File: src/rtl/pio_cmd_pkg.sv
// Shared types and field positions for the HPS PIO command channel:
// opcodes, responder FSM states and command/response bit layout.
package pio_cmd_pkg;

  typedef enum logic [1:0] {
    OP_NOP   = 2'b00,
    OP_WRITE = 2'b01,
    OP_READ  = 2'b10,
    OP_CLEAR = 2'b11
  } op_e;

  typedef enum logic [1:0] {
    ST_IDLE = 2'b00,
    ST_EXEC = 2'b01,
    ST_CLR  = 2'b10,
    ST_RESP = 2'b11
  } state_e;

  // Command word layout
  localparam int CMD_TGL     = 31;
  localparam int CMD_OP_HI   = 30;
  localparam int CMD_OP_LO   = 29;
  localparam int CMD_ADDR_HI = 23;
  localparam int CMD_ADDR_LO = 16;
  localparam int CMD_WDATA_HI = 15;
  localparam int CMD_WDATA_LO = 0;

  // Response word layout
  localparam int RSP_TGL     = 31;
  localparam int RSP_BUSY    = 30;
  localparam int RSP_ERR     = 29;
  localparam int RSP_ADDR_LO = 16;

endpackage

File: src/rtl/pio_cmd_responder_if.sv
// PIO command/response bundle between the HPS-side PIO exports and the
// responder, plus the responder's status and FSM state for observation.
//
// Handshake: a request is pending while pio_out_word[31] != pio_in_word[31];
// the responder acknowledges by copying the request toggle into the response.
interface pio_cmd_responder_if;
  import pio_cmd_pkg::*;

  logic [31:0] pio_out_word;
  logic [31:0] pio_in_word;
  logic        busy;
  logic [15:0] cmd_count;
  state_e      state;

  modport master (
    output pio_out_word,
    input  pio_in_word, busy, cmd_count, state
  );

  modport slave (
    input  pio_out_word,
    output pio_in_word, busy, cmd_count, state
  );

endinterface

File: src/rtl/pio_cmd_regbank.sv
// Single-port register bank: synchronous write, registered read.
// Contents are deliberately not reset.
module pio_cmd_regbank #(
  parameter int ADDR_W = 8,
  parameter int DATA_W = 16,
  parameter int DEPTH  = 200
) (
  input  logic              clk,
  input  logic              we,
  input  logic              re,
  input  logic [ADDR_W-1:0] addr,
  input  logic [DATA_W-1:0] wdata,
  output logic [DATA_W-1:0] rdata
);

  logic [DATA_W-1:0] mem [DEPTH];

  always_ff @(posedge clk) begin
    if (we) begin
      mem[addr] <= wdata;
    end
    if (re) begin
      rdata <= mem[addr];
    end
  end

endmodule

File: src/rtl/pio_cmd_responder.sv
// Fabric-side responder for the HPS PIO command channel: decodes a command
// word, executes it on a local register bank and returns a toggle-acked response.
module pio_cmd_responder
  import pio_cmd_pkg::*;
#(
  parameter int ADDR_W = 8,
  parameter int DATA_W = 16,
  parameter int DEPTH  = 200
) (
  input  logic                 clk_clk,
  input  logic                 reset_reset,
  pio_cmd_responder_if.slave   pio
);

  localparam logic [ADDR_W:0]   DEPTH_LIM = (ADDR_W+1)'(DEPTH);
  localparam logic [ADDR_W-1:0] CLR_LAST  = ADDR_W'(DEPTH - 1);

  state_e            state, state_nxt;
  logic [31:0]       cmd_q;
  logic [31:0]       resp_q;
  logic [15:0]       count_q;
  logic [ADDR_W-1:0] clr_ptr;
  logic              err_q;

  op_e               cmd_op;
  logic [ADDR_W-1:0] cmd_addr;
  logic              exec_err;
  logic              new_req;
  logic              busy_w;

  logic              bank_we, bank_re;
  logic [ADDR_W-1:0] bank_addr;
  logic [DATA_W-1:0] bank_wdata, bank_rdata;
  logic [15:0]       rdata_field;
  logic [31:0]       resp_nxt;
  logic              unused_cmd_bits;

  assign cmd_op   = op_e'(cmd_q[CMD_OP_HI:CMD_OP_LO]);
  assign cmd_addr = cmd_q[CMD_ADDR_LO +: ADDR_W];
  assign exec_err = ({1'b0, cmd_addr} >= DEPTH_LIM) &&
                    (cmd_op == OP_WRITE || cmd_op == OP_READ);
  assign new_req  = pio.pio_out_word[CMD_TGL] != resp_q[RSP_TGL];
  assign busy_w   = state != ST_IDLE;
  assign unused_cmd_bits = ^{cmd_q[28:24], cmd_q[CMD_WDATA_HI:CMD_WDATA_LO]};

  pio_cmd_regbank #(
    .ADDR_W (ADDR_W),
    .DATA_W (DATA_W),
    .DEPTH  (DEPTH)
  ) u_bank (
    .clk   (clk_clk),
    .we    (bank_we),
    .re    (bank_re),
    .addr  (bank_addr),
    .wdata (bank_wdata),
    .rdata (bank_rdata)
  );

  always_comb begin
    state_nxt  = state;
    bank_we    = 1'b0;
    bank_re    = 1'b0;
    bank_addr  = cmd_addr;
    bank_wdata = cmd_q[CMD_WDATA_LO +: DATA_W];
    case (state)
      ST_IDLE: begin
        if (new_req) state_nxt = ST_EXEC;
      end
      ST_EXEC: begin
        state_nxt = (cmd_op == OP_CLEAR) ? ST_CLR : ST_RESP;
        if (!exec_err) begin
          bank_we = (cmd_op == OP_WRITE);
          bank_re = (cmd_op == OP_READ);
        end
      end
      ST_CLR: begin
        bank_we    = 1'b1;
        bank_addr  = clr_ptr;
        bank_wdata = '0;
        if (clr_ptr == CLR_LAST) state_nxt = ST_RESP;
      end
      ST_RESP: begin
        state_nxt = ST_IDLE;
      end
      default: state_nxt = ST_IDLE;
    endcase
  end

  // Only a successful READ returns bank data; everything else answers zero.
  always_comb begin
    rdata_field = '0;
    if (cmd_op == OP_READ && !err_q) begin
      rdata_field[DATA_W-1:0] = bank_rdata;
    end
    resp_nxt = {cmd_q[CMD_TGL], 1'b0, err_q, 5'b0,
                cmd_q[CMD_ADDR_HI:CMD_ADDR_LO], rdata_field};
  end

  always_ff @(posedge clk_clk) begin
    if (reset_reset) begin
      state   <= ST_IDLE;
      cmd_q   <= '0;
      resp_q  <= '0;
      count_q <= '0;
      clr_ptr <= '0;
      err_q   <= 1'b0;
    end else begin
      state <= state_nxt;
      case (state)
        ST_IDLE: begin
          if (new_req) cmd_q <= pio.pio_out_word;
        end
        ST_EXEC: begin
          err_q   <= exec_err;
          clr_ptr <= '0;
        end
        ST_CLR: begin
          clr_ptr <= clr_ptr + 1'b1;
        end
        ST_RESP: begin
          resp_q  <= resp_nxt;
          count_q <= count_q + 16'd1;
        end
        default: ;
      endcase
    end
  end

  // Busy bit is live while a command is in flight; other fields hold.
  assign pio.pio_in_word = {resp_q[RSP_TGL], busy_w, resp_q[RSP_ERR:0]};
  assign pio.busy        = busy_w;
  assign pio.cmd_count   = count_q;
  assign pio.state       = state;

endmodule

File: src/flat_wrapper.sv
// flat-port wrapper written by rule: the top's interface ports become plain ports
module pio_cmd_responder_flat import pio_cmd_pkg::*;
#(
  parameter int ADDR_W = 8,
  parameter int DATA_W = 16,
  parameter int DEPTH  = 200
)
  (clk_clk, reset_reset, pio_pio_out_word, pio_pio_in_word, pio_busy, pio_cmd_count, pio_state);
  pio_cmd_responder_if pio_i ();
  input  logic clk_clk;
  input  logic reset_reset;
  input wire logic [$bits(pio_i.pio_out_word)-1:0] pio_pio_out_word;
  output wire logic [$bits(pio_i.pio_in_word)-1:0] pio_pio_in_word;
  output wire logic [$bits(pio_i.busy)-1:0] pio_busy;
  output wire logic [$bits(pio_i.cmd_count)-1:0] pio_cmd_count;
  output wire logic [$bits(pio_i.state)-1:0] pio_state;
  assign pio_i.pio_out_word = pio_pio_out_word;
  assign pio_pio_in_word = pio_i.pio_in_word;
  assign pio_busy = pio_i.busy;
  assign pio_cmd_count = pio_i.cmd_count;
  assign pio_state = pio_i.state;
  pio_cmd_responder #(.ADDR_W(ADDR_W), .DATA_W(DATA_W), .DEPTH(DEPTH)) u_core (.clk_clk(clk_clk), .reset_reset(reset_reset), .pio(pio_i));
endmodule
File: config.mk
export PLATFORM = sky130hd
export DESIGN_NAME = pio_cmd_responder_flat
export DESIGN_NICKNAME = d
export VERILOG_FILES = /design/src/rtl/pio_cmd_pkg.sv /design/src/rtl/pio_cmd_responder_if.sv /design/src/rtl/pio_cmd_regbank.sv /design/src/rtl/pio_cmd_responder.sv /design/src/flat_wrapper.sv
export SDC_FILE = /design/constraint.sdc
export NUM_CORES = 2
export LEC_CHECK = 0
export ABC_CLOCK_PERIOD_IN_PS = 13800
export CORE_MARGIN = 2
export CORE_UTILIZATION = 50
export CTS_BUF_LIST = sky130_fd_sc_hd__clkbuf_4
export DETAILED_ROUTE_END_ITERATION = 10
export GPL_TIMING_DRIVEN = 0
export PLACE_DENSITY = 0.63
export SETUP_SLACK_MARGIN = 0.02
export SLEW_MARGIN = 30
export SYNTH_ARGS = -nofsm -noshare
export SYNTH_HDL_FRONTEND = slang
export SYNTH_SLANG_ARGS = --single-unit
File: constraint.sdc
create_clock -name clk_clk -period 13.8 [get_ports clk_clk]
set_input_delay 2.07 -clock clk_clk [delete_from_list [all_inputs] [get_ports clk_clk]]
set_output_delay 2.07 -clock clk_clk [all_outputs]
set_load 0.01 [all_outputs]
==> run_results.csv <==
group,metric,value,unit
power_and_ir_drop,seqPwrFrac,47.2,%
global_route,busiest_layer,"met2",
clock_network,postCtsSetupRepairBufs,0,
floorplan,die_h,504,um
worst_setup_path,crit_required,14.98,ns
floorplan,dieArea,254000,sq um
floorplan,die_w,504,um
clock_network,hold_buffers,0,
timing,period_share,44.6,%
worst_setup_path,startpoint_type,"flip-flop",
timing,worst_pin_slew,1.15,ns
yosys,yosysWarnings,0,
floorplan,core_area,248000,sq um
min_path,hold_class,"flip-flop to flip-flop",
clock_network,numClockSinks,3296,
yosys,async_flop_share,0,%
power_and_ir_drop,clkPwrFrac,32.6,%
clock_network,root_buffer,"clkbuf_4",
power_and_ir_drop,switching_power,0.00718,W
power_and_ir_drop,report.power.total,0.0243,W
status,status,"finished clean",
yosys,ys_types,44,
worst_setup_path,cp.arrival,7.34,ns
global_route,use_met3,8.62,%
global_route,antenna_found_initial,22,
global_route,grt_pass1_wl,543000,um
detailed_routing,drc_errors,0,
clock_network,worstSkewPairLatency,1.60,ns
power_and_ir_drop,p_int,0.0171,W
detailed_routing,drt_iter0_markers,10600,
layout,drive_above_1_share,37.0,%
yosys,seq_area_frac_synth,78.6,%
power_and_ir_drop,power_density,164,nW/um^2
yosys,yosysTopAreaCell,"edfxtp_1",
floorplan,start_util,50.3,%
clock_network,clk_pin_slew,0.06,ns
power_and_ir_drop,sw_frac_of_total,29.5,%
timing,setup_viol,0,
layout,synthToLayoutAreaGrowth,18.5,%
global_route,grt_max_degree,36,
yosys,ys_seq_elements,3296,
timing,relSlewSlack,23.2,%
power_and_ir_drop,p_leak,47.6,nW
yosys,syn_area_per_cell,22.2,sq um
layout,final_cells,10700,
run,maxCapViolCount,0,
timing,slew_viol_final,0,
global_route,grt_pass1_vias,67400,
yosys,synthesis.area,125000,sq um
layout,final_cell_area,148000,sq um
clock_network,ctsResizeCount,0,
timing,rsz0062_at_grt,"no",
worst_setup_path,critical_path_class,"flip-flop to flip-flop",
timing,max_freq,163,MHz
layout,nets,6858,
detailed_routing,viasPerCell,6.41,
global_route,overflow,0,
clock_network,cts_tree,"done",
clock_network,htree_levels,6,
detailed_routing,first_pass_iters,6,
yosys,synth.top_cell.area_share,77.4,%
global_route,use_met1,42.5,%
clock_network,cts_buffer_depth,4,
place,place_inst,9313,
yosys,syn_inst,5631,
clock_network,numCtsBuffers,830,
worst_setup_path,path_max_fanout,10,
yosys,synth_edf_count,3216,
power_and_ir_drop,combPwrFrac,20.2,%
floorplan,rows,183,
worst_setup_path,worstSetupEndpointType,"flip-flop",
global_route,use_met2,48.4,%
detailed_routing,wl_per_cell,37.6,um
place,io_buffers,73,
global_route,grt_use_total,32.0,%
yosys,synth.area.top_cells,"edfxtp_1 77%, mux4_2 14%, a22oi_1 2.3%, dfxtp_1 1.3%, nor2_1 0.77%",
detailed_routing,antenna_left,0,
timing,hold_viol_final,0,
timing,fin_skew,0.180,ns
detailed_routing,vias,68800,
power_and_ir_drop,ir_drop,0.0784,mV
timing,finalWorstPathRequiredPeriod,6.15,ns
place,hpwl,287000,um
floorplan,pin_count,85,
yosys,synthFlopType,"edfxtp_1",
place,gp_congestion,1.01,
place,place_area,138000,sq um
detailed_routing,drt_wl_total,403000,um
cell type report:
cell class | instances | area, sq um
inverters | 7 | 26.3
repair buffers | 348 | 7240
flip-flops and latches | 3296 | 98200
plain buffers | 337 | 1570
diodes | 18 | 45.0
multi-input cells | 1995 | 26700
fillers | 18000 | 101000
well taps | 3330 | 4170
clock buffers | 1180 | 8860
clock inverters | 223 | 1100
layout by cell type (no fill, tap or decap), types with 17 or more instances in the layout:
master           instances
buf_16                 186
clkbuf_2                39
mux4_2                 800
edfxtp_1              3216
buf_8                   46
dfxtp_1                 80
a22oi_1                380
nor2_1                  57
buf_12                  27
nor2_4                 186
clkdlybuf4s50_1         73
mux2i_1                 32
a21oi_1                 96
nand2_1                154
nand4_1                 56
nor2b_1                 17
diode_2                 18
clkbuf_4              1182
nand3_1                 28
buf_1                   30
buf_4                   18
buf_2                  137
clkbuf_1               113
o31ai_1                 48
clkinv_1               168
synthesized netlist by cell type, drive strengths merged, types with 2 or more instances:
library cell / instances
edfxtp: 3216
mux4: 800
a22oi: 384
nor2: 257
buf: 187
nand2: 154
clkbuf: 150
a21oi: 96
dfxtp: 80
nand4: 56
o31ai: 49
mux2i: 33
nor2b: 33
nand3: 28
o2111ai: 16
xor2: 15
ha: 9
nand3b: 8
inv: 7
o21ai: 7
or3: 6
or3b: 6
xnor2: 5
a21boi: 3
and2: 3
and3: 3
nand2b: 3
nor3: 3
a211oi: 2
and3b: 2
mux2: 2
cells by family after synthesis:
| family | after synthesis | synth area share [%] |
|---|---|---|
| flip-flops | 3296 | 78.6 |
| multiplexers | 835 | 14.7 |
| AND/OR/NAND/NOR | 565 | 2.00 |
| AO/OA/AOI/OAI | 561 | 3.18 |
| buffers and inverters | 344 | 1.23 |
| XOR/XNOR | 20 | 0.140 |
| adder cells (fa/ha/maj) | 9 | 0.0902 |
| other | 1 | 0.00300 |
worst max-delay path, stage by stage (launching register included):
cell and delay [ns]:
dfxtp_1 0.40, inv_1 0.10, ha_1 0.22, buf_6 0.15, mux2i_1 0.19, buf_2 0.38
buf_2 0.57, buf_2 0.75, mux4_2 0.59, a22oi_1 0.62, nand4_1 0.43, o31ai_1 0.89
o2111ai_1 0.42
power groups by stage:
stage	clock network (W)	logic, W	registers, W
floorplan	0	0.00227	0.0118
global placement	0	0.00417	0.0120
detailed placement	0	0.00477	0.0117
CTS	0.00801	0.00477	0.0115
global route	0.00853	0.00497	0.0115
finish	0.00792	0.00491	0.0115
per-stage QoR:
step           utilization [%]  TNS (ns)  worst slack [ns]  hold slack [ns]
6_report                  59.5         0              7.65            0.459
2_1_floorplan                -         0              6.15            0.432
5_1_grt                   59.5         0              7.78            0.477
3_3_place_gp              52.2  -4883.66             -2.98            0.442
3_5_place_dp              55.5         0              7.78            0.452
4_1_cts                   59.5         0              7.79            0.459
final timing paths:
path	start	endpoint	slack [ns]	depth (start not counted)
worst max-delay path	u_core.pio.state[0]$_SDFFE_PP0P_	u_core.u_bank.rdata[1]$_DFFE_PP_	7.65	12
worst min-delay path	u_core.u_bank.rdata[12]$_DFFE_PP_	u_core.resp_q[12]$_SDFFE_PP0N_	0.46	2
worst max register to register	u_core.pio.state[0]$_SDFFE_PP0P_	u_core.u_bank.rdata[1]$_DFFE_PP_	7.65	12
worst min register to register	u_core.u_bank.rdata[12]$_DFFE_PP_	u_core.resp_q[12]$_SDFFE_PP0N_	0.46	2
registers in the layout, indices dropped and copies added, names as in the netlist:
name	flops
u_core.clr_ptr	8
u_core.cmd_q	27
u_core.err_q	1
u_core.pio.cmd_count	16
u_core.pio.state	2
u_core.resp_q	26
u_core.u_bank.mem	3200
u_core.u_bank.rdata	16
layer usage:
metal	wire length, um	vias to the layer above
met5	80	-
met4	23200	12
met3	46500	862
met2	187000	4750
met1	147000	36300
li1	-	26900
No activity file was read; power rests on OpenSTA's default activity.
